$ cat src/rtl/cdc_event_scheduler_pkg.sv
`default_nettype none
// ============================================================================
// Module   : cdc_event_scheduler_pkg
// Purpose  : Shared state enumeration and default parameter constants for
//            the CDC event scheduler and its round-robin arbiter.
// Revision : 1.0 - initial release
// ============================================================================
package cdc_event_scheduler_pkg;

  localparam int unsigned C_N_REQ_DEFAULT          = 4;
  localparam int unsigned C_DATA_W_DEFAULT         = 8;
  localparam int unsigned C_TIMEOUT_CYCLES_DEFAULT = 1024;

  typedef enum logic [1:0] {
    ST_IDLE     = 2'd0,
    ST_WAIT_ACK = 2'd1,
    ST_ERR      = 2'd2
  } state_t;

endpackage : cdc_event_scheduler_pkg
`default_nettype wire

$ cat src/rtl/cdc_event_scheduler_rr_arbiter.sv
`default_nettype none
// ============================================================================
// Module   : rr_arbiter
// Purpose  : Purely combinational round-robin selector. The search starts at
//            last_i+1 and wraps, so the most recent winner has lowest priority.
// Ports    : req_i   - request vector
//            last_i  - index of the previous winner
//            gnt_o   - one-hot grant
//            idx_o   - binary index of the winner
//            valid_o - at least one request present
// Revision : 1.0 - initial release
// ============================================================================
module rr_arbiter
  import cdc_event_scheduler_pkg::*;
#(
  parameter int unsigned N_REQ = C_N_REQ_DEFAULT
) (
  input  logic [N_REQ-1:0]         req_i,
  input  logic [$clog2(N_REQ)-1:0] last_i,
  output logic [N_REQ-1:0]         gnt_o,
  output logic [$clog2(N_REQ)-1:0] idx_o,
  output logic                     valid_o
);

  localparam int unsigned IDX_W = $clog2(N_REQ);

  logic [IDX_W-1:0] w_cand;

  always_comb begin
    gnt_o   = '0;
    idx_o   = '0;
    valid_o = 1'b0;
    w_cand  = '0;
    // Offsets 1..N_REQ visit every requester once, ending on last_i itself.
    for (int k = 1; k <= int'(N_REQ); k++) begin
      w_cand = IDX_W'((int'(last_i) + k) % int'(N_REQ));
      if (!valid_o && req_i[w_cand]) begin
        valid_o = 1'b1;
        idx_o   = w_cand;
      end
    end
    if (valid_o) begin
      gnt_o[idx_o] = 1'b1;
    end
  end

endmodule : rr_arbiter
`default_nettype wire

$ cat src/rtl/cdc_event_scheduler.sv
`default_nettype none
// ============================================================================
// Module   : cdc_event_scheduler
// Purpose  : Collects one-cycle event requests from N_REQ sources, buffers one
//            payload per source, and forwards them one at a time over a
//            toggle-handshake CDC channel using round-robin arbitration.
// Ports    : i_clk, i_rst (async, active high)
//            i_req/i_data        - per-requester event + payload
//            i_ack_toggle        - synchronized return toggle
//            i_clr_err           - clears overflow flags, resyncs from ERR
//            o_req_toggle/o_data/o_src_id - in-flight event
//            o_pending/o_overflow - per-requester status
//            o_done/o_busy/o_err  - transaction status
// Config   : define CDC_EVENT_SCHEDULER_TIMEOUT_EN to add the ack timeout
//            counter and the ERR recovery path.
// Revision : 1.0 - initial release
// ============================================================================
module cdc_event_scheduler
  import cdc_event_scheduler_pkg::*;
#(
  parameter int unsigned N_REQ          = C_N_REQ_DEFAULT,
  parameter int unsigned DATA_W         = C_DATA_W_DEFAULT,
  parameter int unsigned TIMEOUT_CYCLES = C_TIMEOUT_CYCLES_DEFAULT
) (
  input  logic                      i_clk,
  input  logic                      i_rst,
  input  logic [N_REQ-1:0]          i_req,
  input  logic [N_REQ*DATA_W-1:0]   i_data,
  input  logic                      i_ack_toggle,
  input  logic                      i_clr_err,
  output logic                      o_req_toggle,
  output logic [DATA_W-1:0]         o_data,
  output logic [$clog2(N_REQ)-1:0]  o_src_id,
  output logic [N_REQ-1:0]          o_pending,
  output logic [N_REQ-1:0]          o_overflow,
  output logic                      o_done,
  output logic                      o_busy,
  output logic                      o_err
);

  localparam int unsigned IDX_W = $clog2(N_REQ);

  state_t             state_q, state_d;
  logic [N_REQ-1:0]   pending_q, pending_d;
  logic [N_REQ-1:0]   overflow_q, overflow_d;
  logic [DATA_W-1:0]  buf_q [N_REQ];
  logic               toggle_q, toggle_d;
  logic [DATA_W-1:0]  data_q, data_d;
  logic [IDX_W-1:0]   src_q, src_d;
  logic [IDX_W-1:0]   last_q, last_d;
  logic               done_q, done_d;

  logic [N_REQ-1:0]   w_gnt;
  logic [IDX_W-1:0]   w_idx;
  logic               w_valid;
  logic [N_REQ-1:0]   w_clr_mask;
  logic [N_REQ-1:0]   w_accept;
  logic               w_timeout;

  rr_arbiter #(.N_REQ(N_REQ)) u_arb (
    .req_i   (pending_q),
    .last_i  (last_q),
    .gnt_o   (w_gnt),
    .idx_o   (w_idx),
    .valid_o (w_valid)
  );

  // A request is accepted when its slot is free, or when the slot is being
  // granted this very edge (the new request replaces the outgoing one).
  assign w_accept   = i_req & (~pending_q | w_clr_mask);
  assign pending_d  = (pending_q & ~w_clr_mask) | i_req;
  assign overflow_d = i_clr_err ? '0 : (overflow_q | (i_req & ~w_accept));

  always_comb begin
    state_d    = state_q;
    toggle_d   = toggle_q;
    data_d     = data_q;
    src_d      = src_q;
    last_d     = last_q;
    done_d     = 1'b0;
    w_clr_mask = '0;
    case (state_q)
      ST_IDLE: begin
        if (w_valid) begin
          toggle_d   = ~toggle_q;
          data_d     = buf_q[w_idx];
          src_d      = w_idx;
          last_d     = w_idx;
          w_clr_mask = w_gnt;
          state_d    = ST_WAIT_ACK;
        end
      end
      ST_WAIT_ACK: begin
        if (i_ack_toggle == toggle_q) begin
          done_d  = 1'b1;
          state_d = ST_IDLE;
        end else if (w_timeout) begin
          state_d = ST_ERR;
        end
      end
      ST_ERR: begin
        // A late ack closes the transaction silently; otherwise a clear
        // realigns our toggle with the far side so the channel is usable.
        if (i_ack_toggle == toggle_q) begin
          state_d = ST_IDLE;
        end else if (i_clr_err) begin
          toggle_d = i_ack_toggle;
          state_d  = ST_IDLE;
        end
      end
      default: state_d = ST_IDLE;
    endcase
  end

  always_ff @(posedge i_clk or posedge i_rst) begin
    if (i_rst) begin
      state_q    <= ST_IDLE;
      pending_q  <= '0;
      overflow_q <= '0;
      toggle_q   <= 1'b0;
      data_q     <= '0;
      src_q      <= '0;
      last_q     <= IDX_W'(N_REQ - 1);
      done_q     <= 1'b0;
    end else begin
      state_q    <= state_d;
      pending_q  <= pending_d;
      overflow_q <= overflow_d;
      toggle_q   <= toggle_d;
      data_q     <= data_d;
      src_q      <= src_d;
      last_q     <= last_d;
      done_q     <= done_d;
    end
  end

  generate
    for (genvar gi = 0; gi < int'(N_REQ); gi++) begin : g_buf
      always_ff @(posedge i_clk or posedge i_rst) begin
        if (i_rst) begin
          buf_q[gi] <= '0;
        end else if (w_accept[gi]) begin
          buf_q[gi] <= i_data[gi*DATA_W +: DATA_W];
        end
      end
    end
  endgenerate

`ifdef CDC_EVENT_SCHEDULER_TIMEOUT_EN
  localparam int unsigned CNT_W = (TIMEOUT_CYCLES > 1) ? $clog2(TIMEOUT_CYCLES) : 1;
  logic [CNT_W-1:0] cnt_q, cnt_d;

  // Counts WAIT_ACK cycles; restarts from zero on every fresh grant.
  assign cnt_d     = (state_q == ST_WAIT_ACK) ? (cnt_q + 1'b1) : '0;
  assign w_timeout = (cnt_q == CNT_W'(TIMEOUT_CYCLES - 1));
  assign o_err     = (state_q == ST_ERR);

  always_ff @(posedge i_clk or posedge i_rst) begin
    if (i_rst) begin
      cnt_q <= '0;
    end else begin
      cnt_q <= cnt_d;
    end
  end
`else
  assign w_timeout = 1'b0;
  assign o_err     = 1'b0;
  wire w_unused_timeout = (TIMEOUT_CYCLES != 0);
`endif

  assign o_req_toggle = toggle_q;
  assign o_data       = data_q;
  assign o_src_id     = src_q;
  assign o_pending    = pending_q;
  assign o_overflow   = overflow_q;
  assign o_done       = done_q;
  assign o_busy       = (state_q != ST_IDLE);

endmodule : cdc_event_scheduler
`default_nettype wire
$ cat config.mk
export PLATFORM = sky130hd
export DESIGN_NAME = cdc_event_scheduler
export DESIGN_NICKNAME = d
export VERILOG_FILES = /design/src/rtl/cdc_event_scheduler_pkg.sv /design/src/rtl/cdc_event_scheduler_rr_arbiter.sv /design/src/rtl/cdc_event_scheduler.sv
export SDC_FILE = /design/constraint.sdc
export NUM_CORES = 1
export LEC_CHECK = 0
export ABC_AREA = 0
export CORE_MARGIN = 2
export CORE_UTILIZATION = 40
export CTS_CLUSTER_SIZE = 16
export DETAILED_ROUTE_END_ITERATION = 16
export HOLD_SLACK_MARGIN = 0.12
export PLACE_DENSITY = 0.63
export SLEW_MARGIN = 20
export SYNTH_ARGS = -nofsm -noshare
export SYNTH_HDL_FRONTEND = slang
export SYNTH_HIERARCHICAL = 1
export SYNTH_SLANG_ARGS = --single-unit
$ cat constraint.sdc
create_clock -name i_clk -period 5.7 [get_ports i_clk]
set_clock_uncertainty 0.1 [all_clocks]
set_input_delay 1.425 -clock i_clk [delete_from_list [all_inputs] [get_ports i_clk]]
set_output_delay 1.425 -clock i_clk [all_outputs]
set_load 0.03 [all_outputs]
==> flow_summary.toml, run 1 <==
[logic_synthesis]
syn_inst = 191
yosysSeqAreaShare = 0.5608
synth.avg_cell_area_sq_um = 12.87
synth.ff_latch_count = 55
netlist_area_sq_mm = 0.002459
syn_nets = 231
synth_cell_types = 34
yosysWarnings = 6

[pwr]
combPwrFrac = 0.476
p_seq_frac = 0.403
cellPowerDensity_mw_per_mm2 = 540.6
power.share.clock = 0.120
vdd_drop_max_uv = 279.4
internal_power_w = 0.001083
p_sw_frac = 0.3792
p_switching_w = 0.0006615
power_w = 0.001744
p_leak_nw = 1.361

[final_layout]
finalNonFillerCells = 330
num_antenna_cells = 0
final_cell_mix = "clkdlybuf4s50_1 (60), dfrtp_1 (53), mux2_2 (32), nand2_1 (19), mux2i_1 (16)"
area_delta_synth_final_pct = 31.25
fill_cells = 520
layout_commonest_cell = "clkdlybuf4s50_1"
final_area_sq_mm = 0.003227
seqCellArea_sq_mm = 0.001379
drive_gt1_frac = 0.2039
multiInputGateArea_sq_mm = 0.001042
finalNetCount = 294

[critical_path]
start_kind = "flip-flop"
reg2reg_to = "o_data[1]$_DFFE_PP0P_"
slowest_delay_ns = 0.75
end_kind = "primary output"
critPathRequiredTime_ns = 4.18
reg2reg_depth = 5
crit_path_top_delay_cell = "clkdlybuf4s50_1"
crit_chain = "clkdlybuf4s50_1"
critical_path_arrival_ns = 1.65
r2r_setup_slack_ns = 3.37
reg2reg_from = "o_pending[1]$_DFF_PP0_"
path_buf_inv = 1
critical_path_peak_fanout = 11
cp_top_family = "buffers and inverters"
critPathKind = "reg -> out"

[placement]
dp_worst_setup_slack_ns = 2.756
io_buffers = 60
place.gp.congestion = 0.8107
placed_area_sq_mm = 0.003142
dp_hpwl_microns = 3556
post-place-cells = 322

[hold_path]
hold_depth = 2
min_to = "o_src_id[0]$_DFFE_PP0P_"
hp-start = "o_src_id[0]$_DFFE_PP0P_"
hold_class = "reg -> reg"

[clock_tree]
clock_sinks = 55
clkLatencyLatePin_ns = 0.30
clk_pin_slew_worst_paths_ns = 0.10
ctsRootBufferMaster = "clkbuf_8"
clockBufferDepth = 2
cts_setup_buffers = 0
htree_levels = 2
cts_tree = "built"
numCtsBuffers = 5
ctsHoldBuffers = 0
post_cts_resized = 0

[floorplanning]
core_area_sq_mm = 0.005921
dieWidth_microns = 82.40
initial_core_util = 0.4153
rows = 28
die_h_microns = 82.40
die_area_sq_mm = 0.006790
pin_count = 62

[sta]
hold_viol = 0
finalSetupViolCount = 0
relSlewSlack = 0.5233
min_period_over_period = 0.5572
timing.final.ws_setup_ns = 2.524
final.min_clock_period_ns = 3.176
fmax_ghz = 0.3149
rsz0062_at_grt = "no"
slew_violations = 0
worst_pin_slew_ns = 0.7140
setup_tns_ns = 0

[routing]
dr.first_iter.drc_count = 97
antenna_left = 0
avgViaCountPerCell = 5.194
via_count = 1714
dr.pass1.iters = 4
wl_per_cell_microns = 15.04
wirelength_microns = 4964
drc = 0

[global_routing]
grt_pass1_vias = 1648
grt_max_degree = 56
gr-total-overflow = 0
grt_pass1_wl_microns = 7997
antenna_found_initial = 0
grt_usage = 0.1584

[flow_run]
cap_violations = 0

[outcome]
status = "completed"
[synthesized netlist by cell type (all sizes together)]
library cell / number / area [sq um]
and3: 1 / 6.260
o311a: 1 / 10.01
nor3: 1 / 5.000
o221ai: 8 / 70.07
dfstp: 2 / 52.55
a32o: 1 / 10.01
or2b: 1 / 7.510
a211oi: 1 / 7.510
nor2: 11 / 41.29
o311ai: 1 / 8.760
a21oi: 1 / 5.000
o21ai: 5 / 25.02
a21boi: 4 / 75.07
inv: 3 / 11.26
mux2i: 16 / 160.2
xnor2: 2 / 17.52
a31oi: 4 / 25.02
buf: 6 / 33.77
and2: 1 / 6.260
o221a: 1 / 11.26
nor2b: 3 / 18.77
nand2: 19 / 71.32
a21o: 4 / 30.03
conb: 1 / 3.750
o22ai: 1 / 6.260
nand2b: 1 / 6.260
dfrtp: 53 / 1326
and2b: 2 / 16.27
mux2: 32 / 360.4
nand3b: 4 / 30.03
[sequential cells by signal, indices dropped and copies added (netlist names)]
| signal | count |
|---|---|
| o_req_toggle | 1 |
| buf_q | 32 |
| o_src_id | 2 |
| o_overflow | 4 |
| o_data | 8 |
| state_q | 1 |
| o_done | 1 |
| o_pending | 4 |
| last_q | 2 |
[power by group through the flow]
stage	combinational [W]	sequential (W)	clock, W
floorplan	0.000506	0.000781	0
global placement	0.000832	0.000712	0
detailed placement	0.000840	0.000715	0
CTS	0.000843	0.000707	0.000219
global route	0.000897	0.000733	0.000235
finish	0.000831	0.000704	0.000210
[how the worst max path moves through the flow]
| stage | start | end | slack (ns) | cells past startpoint |
|---|---|---|---|---|
| after floorplan | i_rst | buf_q[0]$_DFFE_PP0P_ | 2.84 | 1 |
| after global placement | i_req[0] | buf_q[26]$_DFFE_PP0P_ | 2.77 | 3 |
| after detailed placement | i_req[0] | buf_q[28]$_DFFE_PP0P_ | 2.76 | 3 |
| after CTS | o_pending[0]$_DFF_PP0_ | o_pending[0] | 2.51 | 1 |
| after global routing | o_pending[3]$_DFF_PP0_ | o_pending[3] | 2.47 | 1 |
| final | o_pending[0]$_DFF_PP0_ | o_pending[0] | 2.52 | 1 |
[layout make-up]
| cell class | count | area share |
|---|---|---|
| tap | 75 | 0.02908 |
| timing repair buffer | 62 | 0.1908 |
| clock inverter | 2 | 0.003877 |
| multi-input combinational | 127 | 0.3230 |
| inverter | 3 | 0.003490 |
| clock buffer | 6 | 0.02249 |
| sequential | 55 | 0.4273 |
[cells by family after synthesis]
kind of cell / share of synthesized area
other: 0.001525
XOR/XNOR: 0.007126
buffers and inverters: 0.01832
AND/OR/NAND/NOR: 0.08500
multiplexers: 0.2117
flip-flops: 0.5608
AO/OA/AOI/OAI: 0.1155
[routing by layer]
layer  global-route usage  vias up  part of all wire
li1                     -      817                 -
met1               0.2155      841              0.45
met2               0.2556       51              0.49
met3              0.03043        5             0.047
met4              0.05000        0            0.0081
met5                    0        -                 0
[through the flow]
| stage | utilization | hold WS [ns] |
|---|---|---|
| 5_1_grt | 0.5450 | 0.4272 |
| 3_5_place_dp | 0.5306 | 0.3774 |
| 4_1_cts | 0.5450 | 0.4003 |
| 6_report | 0.5450 | 0.3974 |
| 3_3_place_gp | 0.5306 | 0.3771 |
| 2_1_floorplan | - | 0.3369 |
Note: power is estimated with default switching activity, not from simulation.
==> run 2: changes to the inputs <==
- clock period: 5.7 -> 3.2 ns (I/O delays scaled with it)
==> run 2 against run 1 <==
Wire length rose by 2.2%. Highest routed layer unchanged. Critical path type unchanged. Critical path depth did not move. Clock-buffer cell count did not move. Global-route usage rose by 0.051 points. Critical endpoint unchanged.
==> flow_summary.toml, run 2 (same netlist as run 1, synthesis figures left out) <==
[clock_tree]
cts_tree = "built"
ctsRootBufferMaster = "clkbuf_8"
htree_levels = 2
numCtsBuffers = 5
clk_pin_slew_worst_paths_ns = 0.09
clkLatencyLatePin_ns = 0.30
cts_setup_buffers = 0
clockBufferDepth = 2
post_cts_resized = 0
ctsHoldBuffers = 0
clock_sinks = 55

[routing]
dr.first_iter.drc_count = 43
wl_per_cell_microns = 15.38
wl_met1_microns = 2201
wl_met3_microns = 241
wirelength_microns = 5074
via_count = 1699
avgViaCountPerCell = 5.148
dr.pass1.iters = 4
antenna_left = 0
drc = 0
highest_layer = "met4"
met2_wirelength_microns = 2584

[sta]
final.min_clock_period_ns = 2.548
whs_ns = 0.3933
rsz0062_at_grt = "no"
slew_violations = 0
setup_tns_ns = 0
hold_viol = 0
relSlewSlack = 0.5484
finalSetupViolCount = 0
fmax_ghz = 0.3925
worst_pin_slew_ns = 0.6774
min_period_over_period = 0.7962

[final_layout]
regMostFlops = "buf_q"
drive_gt1_frac = 0.2078
largest_reg_flops = 32
final_area_sq_mm = 0.003259
layout_commonest_cell = "clkdlybuf4s50_1"
finalNonFillerCells = 330
num_antenna_cells = 0
final_cell_mix = "clkdlybuf4s50_1 (60), dfrtp_1 (53), mux2_2 (32), nand2_1 (19), mux2i_1 (16)"
area_delta_synth_final_pct = 32.57
finalNetCount = 294

[placement]
post-place-cells = 322
placed_area_sq_mm = 0.003142
dp_hpwl_microns = 3723
place.gp.congestion = 0.8874
io_buffers = 60

[critical_path]
critical_path_arrival_ns = 1.65
slowest_delay_ns = 0.75
start_kind = "flip-flop"
crit_chain = "clkdlybuf4s50_1"
critical_path_peak_fanout = 11
critPathKind = "reg -> out"
critPathRequiredTime_ns = 2.30
crit_path_top_delay_cell = "clkdlybuf4s50_1"
cp_top_family = "buffers and inverters"
path_buf_inv = 1
end_kind = "primary output"

[global_routing]
antenna_found_initial = 0
grt_pass1_wl_microns = 8114
grt_usage = 0.1589
gr-total-overflow = 0
grt_pass1_vias = 1697
grt_max_degree = 56

[pwr]
power_w = 0.003207
vdd_drop_max_uv = 436.7
cellPowerDensity_mw_per_mm2 = 984.0
p_leak_nw = 1.381

[floorplanning]
pin_count = 62
rows = 28
die_h_microns = 82.40
initial_core_util = 0.4153
die_area_sq_mm = 0.006790
dieWidth_microns = 82.40
core_area_sq_mm = 0.005921

[outcome]
status = "completed"

[hold_path]
hold_class = "reg -> reg"

[flow_run]
cap_violations = 0
run 2: report_power, final:
| group | switching (W) | total [W] | leakage [nW] | internal [W] |
|---|---|---|---|---|
| combinational | 0.000706 | 0.00145 | 0.667 | 0.000748 |
| clock | 0.000219 | 0.000473 | 0.0612 | 0.000253 |
| sequential | 0.000254 | 0.00128 | 0.653 | 0.00103 |
| total | 0.00118 | 0.00321 | 1.38 | 0.00203 |
run 2: routing by layer:
metal / global-route usage / up-vias
li1: - / 811
met1: 0.1986 / 835
met2: 0.2774 / 48
met3: 0.03261 / 5
met4: 0.04500 / 0
met5: 0 / -
run 2: cell type report:
| cell class | count | area, sq um |
|---|---|---|
| fillers | 538 | 2661 |
| flip-flops and latches | 55 | 1379 |
| multi-input cells | 127 | 1042 |
| repair buffers | 62 | 615.6 |
| well taps | 75 | 93.84 |
| clock buffers | 6 | 82.58 |
| clock inverters | 2 | 35.03 |
| inverters | 3 | 11.26 |
run 2: metrics by stage:
stage	utilization	setup WS (ns)
after floorplan	-	0.9604
after global placement	0.5306	0.8863
after detailed placement	0.5306	0.8661
after CTS	0.5505	0.6375
after global routing	0.5505	0.5612
final	0.5505	0.6522
run 2: worst paths after layout:
check / slack [ns] / to / cells after the start / start
min reg2reg: 0.39 / o_src_id[0]$_DFFE_PP0P_ / 2 / o_src_id[0]$_DFFE_PP0P_
min in group asynchronous: 0.89 / buf_q[21]$_DFFE_PP0P_ / 3 / i_rst
min: 0.39 / o_src_id[0]$_DFFE_PP0P_ / 2 / o_src_id[0]$_DFFE_PP0P_
max: 0.65 / o_pending[0] / 1 / o_pending[0]$_DFF_PP0_
max reg2reg: 0.94 / buf_q[13]$_DFFE_PP0P_ / 6 / last_q[0]$_DFFE_PP1P_
max in group asynchronous: 1.65 / o_pending[3]$_DFF_PP0_ / 3 / i_rst
run 2: worst reg2reg max path: cells and delay by family (launching register included):
| kind | cells | cell delay (ns) |
|---|---|---|
| flip-flops | 1 | 0.60 |
| AND/OR/NAND/NOR | 3 | 0.59 |
| AO/OA/AOI/OAI | 2 | 0.49 |
| multiplexers | 1 | 0.37 |
==> run 3: changes to the inputs <==
- clock period: 3.2 -> 2.41 ns (I/O delays scaled with it)
==> run 3 against run 2 <==
Combinational power grew 37%. Final cell count grew 0.30%. Via count grew 0.71%. Register-to-register slack lost 0.79 ns. First-iteration DRC count grew 130%. Worst hold slack lost 0.0010 ns. Critical endpoint is now o_pending[3]. Largest cell class unchanged. Highest routed layer unchanged.
==> flow_summary.toml, run 3 (same netlist as run 1, synthesis figures left out) <==
[clock_tree]
clkLatencyLatePin_ns = 0.31
clockBufferDepth = 2
clock_sinks = 55
numCtsBuffers = 5
cts_setup_buffers = 0
ctsRootBufferMaster = "clkbuf_8"
cts_tree = "built"
htree_levels = 2
ctsHoldBuffers = 0
clk_pin_slew_worst_paths_ns = 0.10

[final_layout]
area_delta_synth_final_pct = 32.37
regMostFlops = "buf_q"
finalNetCount = 295
final_cell_mix = "clkdlybuf4s50_1 (59), dfrtp_1 (52), mux2_2 (32), nand2_1 (19), mux2i_1 (16)"
layout_commonest_cell = "clkdlybuf4s50_1"
largest_reg_flops = 32
fill_cells = 537
drive_gt1_frac = 0.2148
num_antenna_cells = 0
final_area_sq_mm = 0.003254

[global_routing]
grt_usage = 0.1626
grt_pass1_vias = 1715
antenna_found_initial = 0
gr-total-overflow = 0
grt_pass1_wl_microns = 8211
grt_max_degree = 56

[critical_path]
reg2reg_depth = 6
critPathRequiredTime_ns = 1.71
cp_top_family = "buffers and inverters"
critical_path_arrival_ns = 1.62
crit_chain = "clkdlybuf4s50_1"
critPathKind = "reg -> out"
start_kind = "flip-flop"
slowest_delay_ns = 0.74
critical_path_peak_fanout = 10
path_buf_inv = 1
crit_path_top_delay_cell = "clkdlybuf4s50_1"
path_depth = 1
end_kind = "primary output"

[sta]
timing.final.ws_setup_ns = 0.09150
min_period_over_period = 0.9620
relSlewSlack = 0.6628
hold_viol = 0
slew_violations = 0
final.min_clock_period_ns = 2.318
rsz0062_at_grt = "no"
fmax_ghz = 0.4313
setup_tns_ns = 0
finalSetupViolCount = 0
worst_pin_slew_ns = 0.5050

[pwr]
internal_power_w = 0.002568
cellPowerDensity_mw_per_mm2 = 1279
power.share.clock = 0.121
p_seq_frac = 0.402
combPwrFrac = 0.478
p_switching_w = 0.001594
p_sw_frac = 0.3830
p_leak_nw = 1.369
vdd_drop_max_uv = 546.2

[placement]
placed_area_sq_mm = 0.003162
place.gp.congestion = 0.8501
dp_worst_setup_slack_ns = 0.1703
io_buffers = 60
dp_hpwl_microns = 3668

[routing]
antenna_left = 0
avgViaCountPerCell = 5.169
wirelength_microns = 5191
drc = 0
via_count = 1711
dr.first_iter.drc_count = 101
wl_per_cell_microns = 15.68
dr.pass1.iters = 4

[outcome]
status = "completed"

[floorplanning]
dieWidth_microns = 82.40
core_area_sq_mm = 0.005921
pin_count = 62
initial_core_util = 0.4153
rows = 28
die_area_sq_mm = 0.006790
die_h_microns = 82.40

[flow_run]
cap_violations = 0

[hold_path]
hold_class = "reg -> reg"
hold_depth = 2
run 3: power by group through the flow:
stage          Combinational, W  Clock, W  Sequential [W]
2_1_floorplan           0.00120         0         0.00185
3_3_place_gp            0.00199         0         0.00168
3_5_place_dp            0.00202         0         0.00169
4_1_cts                 0.00202  0.000517         0.00168
5_1_grt                 0.00214  0.000561         0.00173
6_report                0.00199  0.000503         0.00167
run 3: cell type report:
type,count,area [sq um],share of cell area
Sequential cell,55,1380,0.4241
Multi-Input combinational cell,127,1042,0.3203
Timing Repair Buffer,63,638.1,0.1961
Tap cell,75,93.84,0.02884
Clock buffer,5,68.82,0.02115
Clock inverter,3,20.02,0.006151
Inverter,3,11.26,0.003460
run 3: repair_timing:
item | in CTS | in global routing
gates resized for setup | 0 | 2
endpoints found under the hold margin | 0 | 0
endpoints found under the setup margin | 0 | 2
run 3: final timing paths:
path | start | to | slack (ns)
min in group asynchronous | i_rst | o_done$_DFF_PP0_ | 0.55
min | o_src_id[0]$_DFFE_PP0P_ | o_src_id[0]$_DFFE_PP0P_ | 0.39
max | o_pending[3]$_DFF_PP0_ | o_pending[3] | 0.09
min reg2reg | o_src_id[0]$_DFFE_PP0P_ | o_src_id[0]$_DFFE_PP0P_ | 0.39
max reg2reg | last_q[0]$_DFFE_PP1P_ | buf_q[20]$_DFFE_PP0P_ | 0.15
max in group asynchronous | i_rst | last_q[0]$_DFFE_PP1P_ | 1.36
run 3: per-layer routing:
layer,GRT usage,share of wire
met1,0.2107,0.45
met2,0.2734,0.50
met3,0.04239,0.046
met4,0.03667,0.0073
met5,0,0
run 3: worst reg2reg max path, cell delays in order, from the launching register on:
cell      delay, ns
dfstp_2        0.58
and2b_2        0.26
nor2_1         0.11
o311a_1        0.18
nand3b_1       0.17
a21boi_4       0.38
mux2_2         0.38
run 3: stage by stage:
stage,util,hold slack [ns],total power [W],std cells
after floorplan,-,0.3369,0.003045,191
after global placement,0.5340,0.3743,0.003676,323
after detailed placement,0.5340,0.3746,0.003707,323
after CTS,0.5490,0.3976,0.004210,331
after global routing,0.5497,0.4279,0.004436,331
final,0.5497,0.3922,0.004162,331
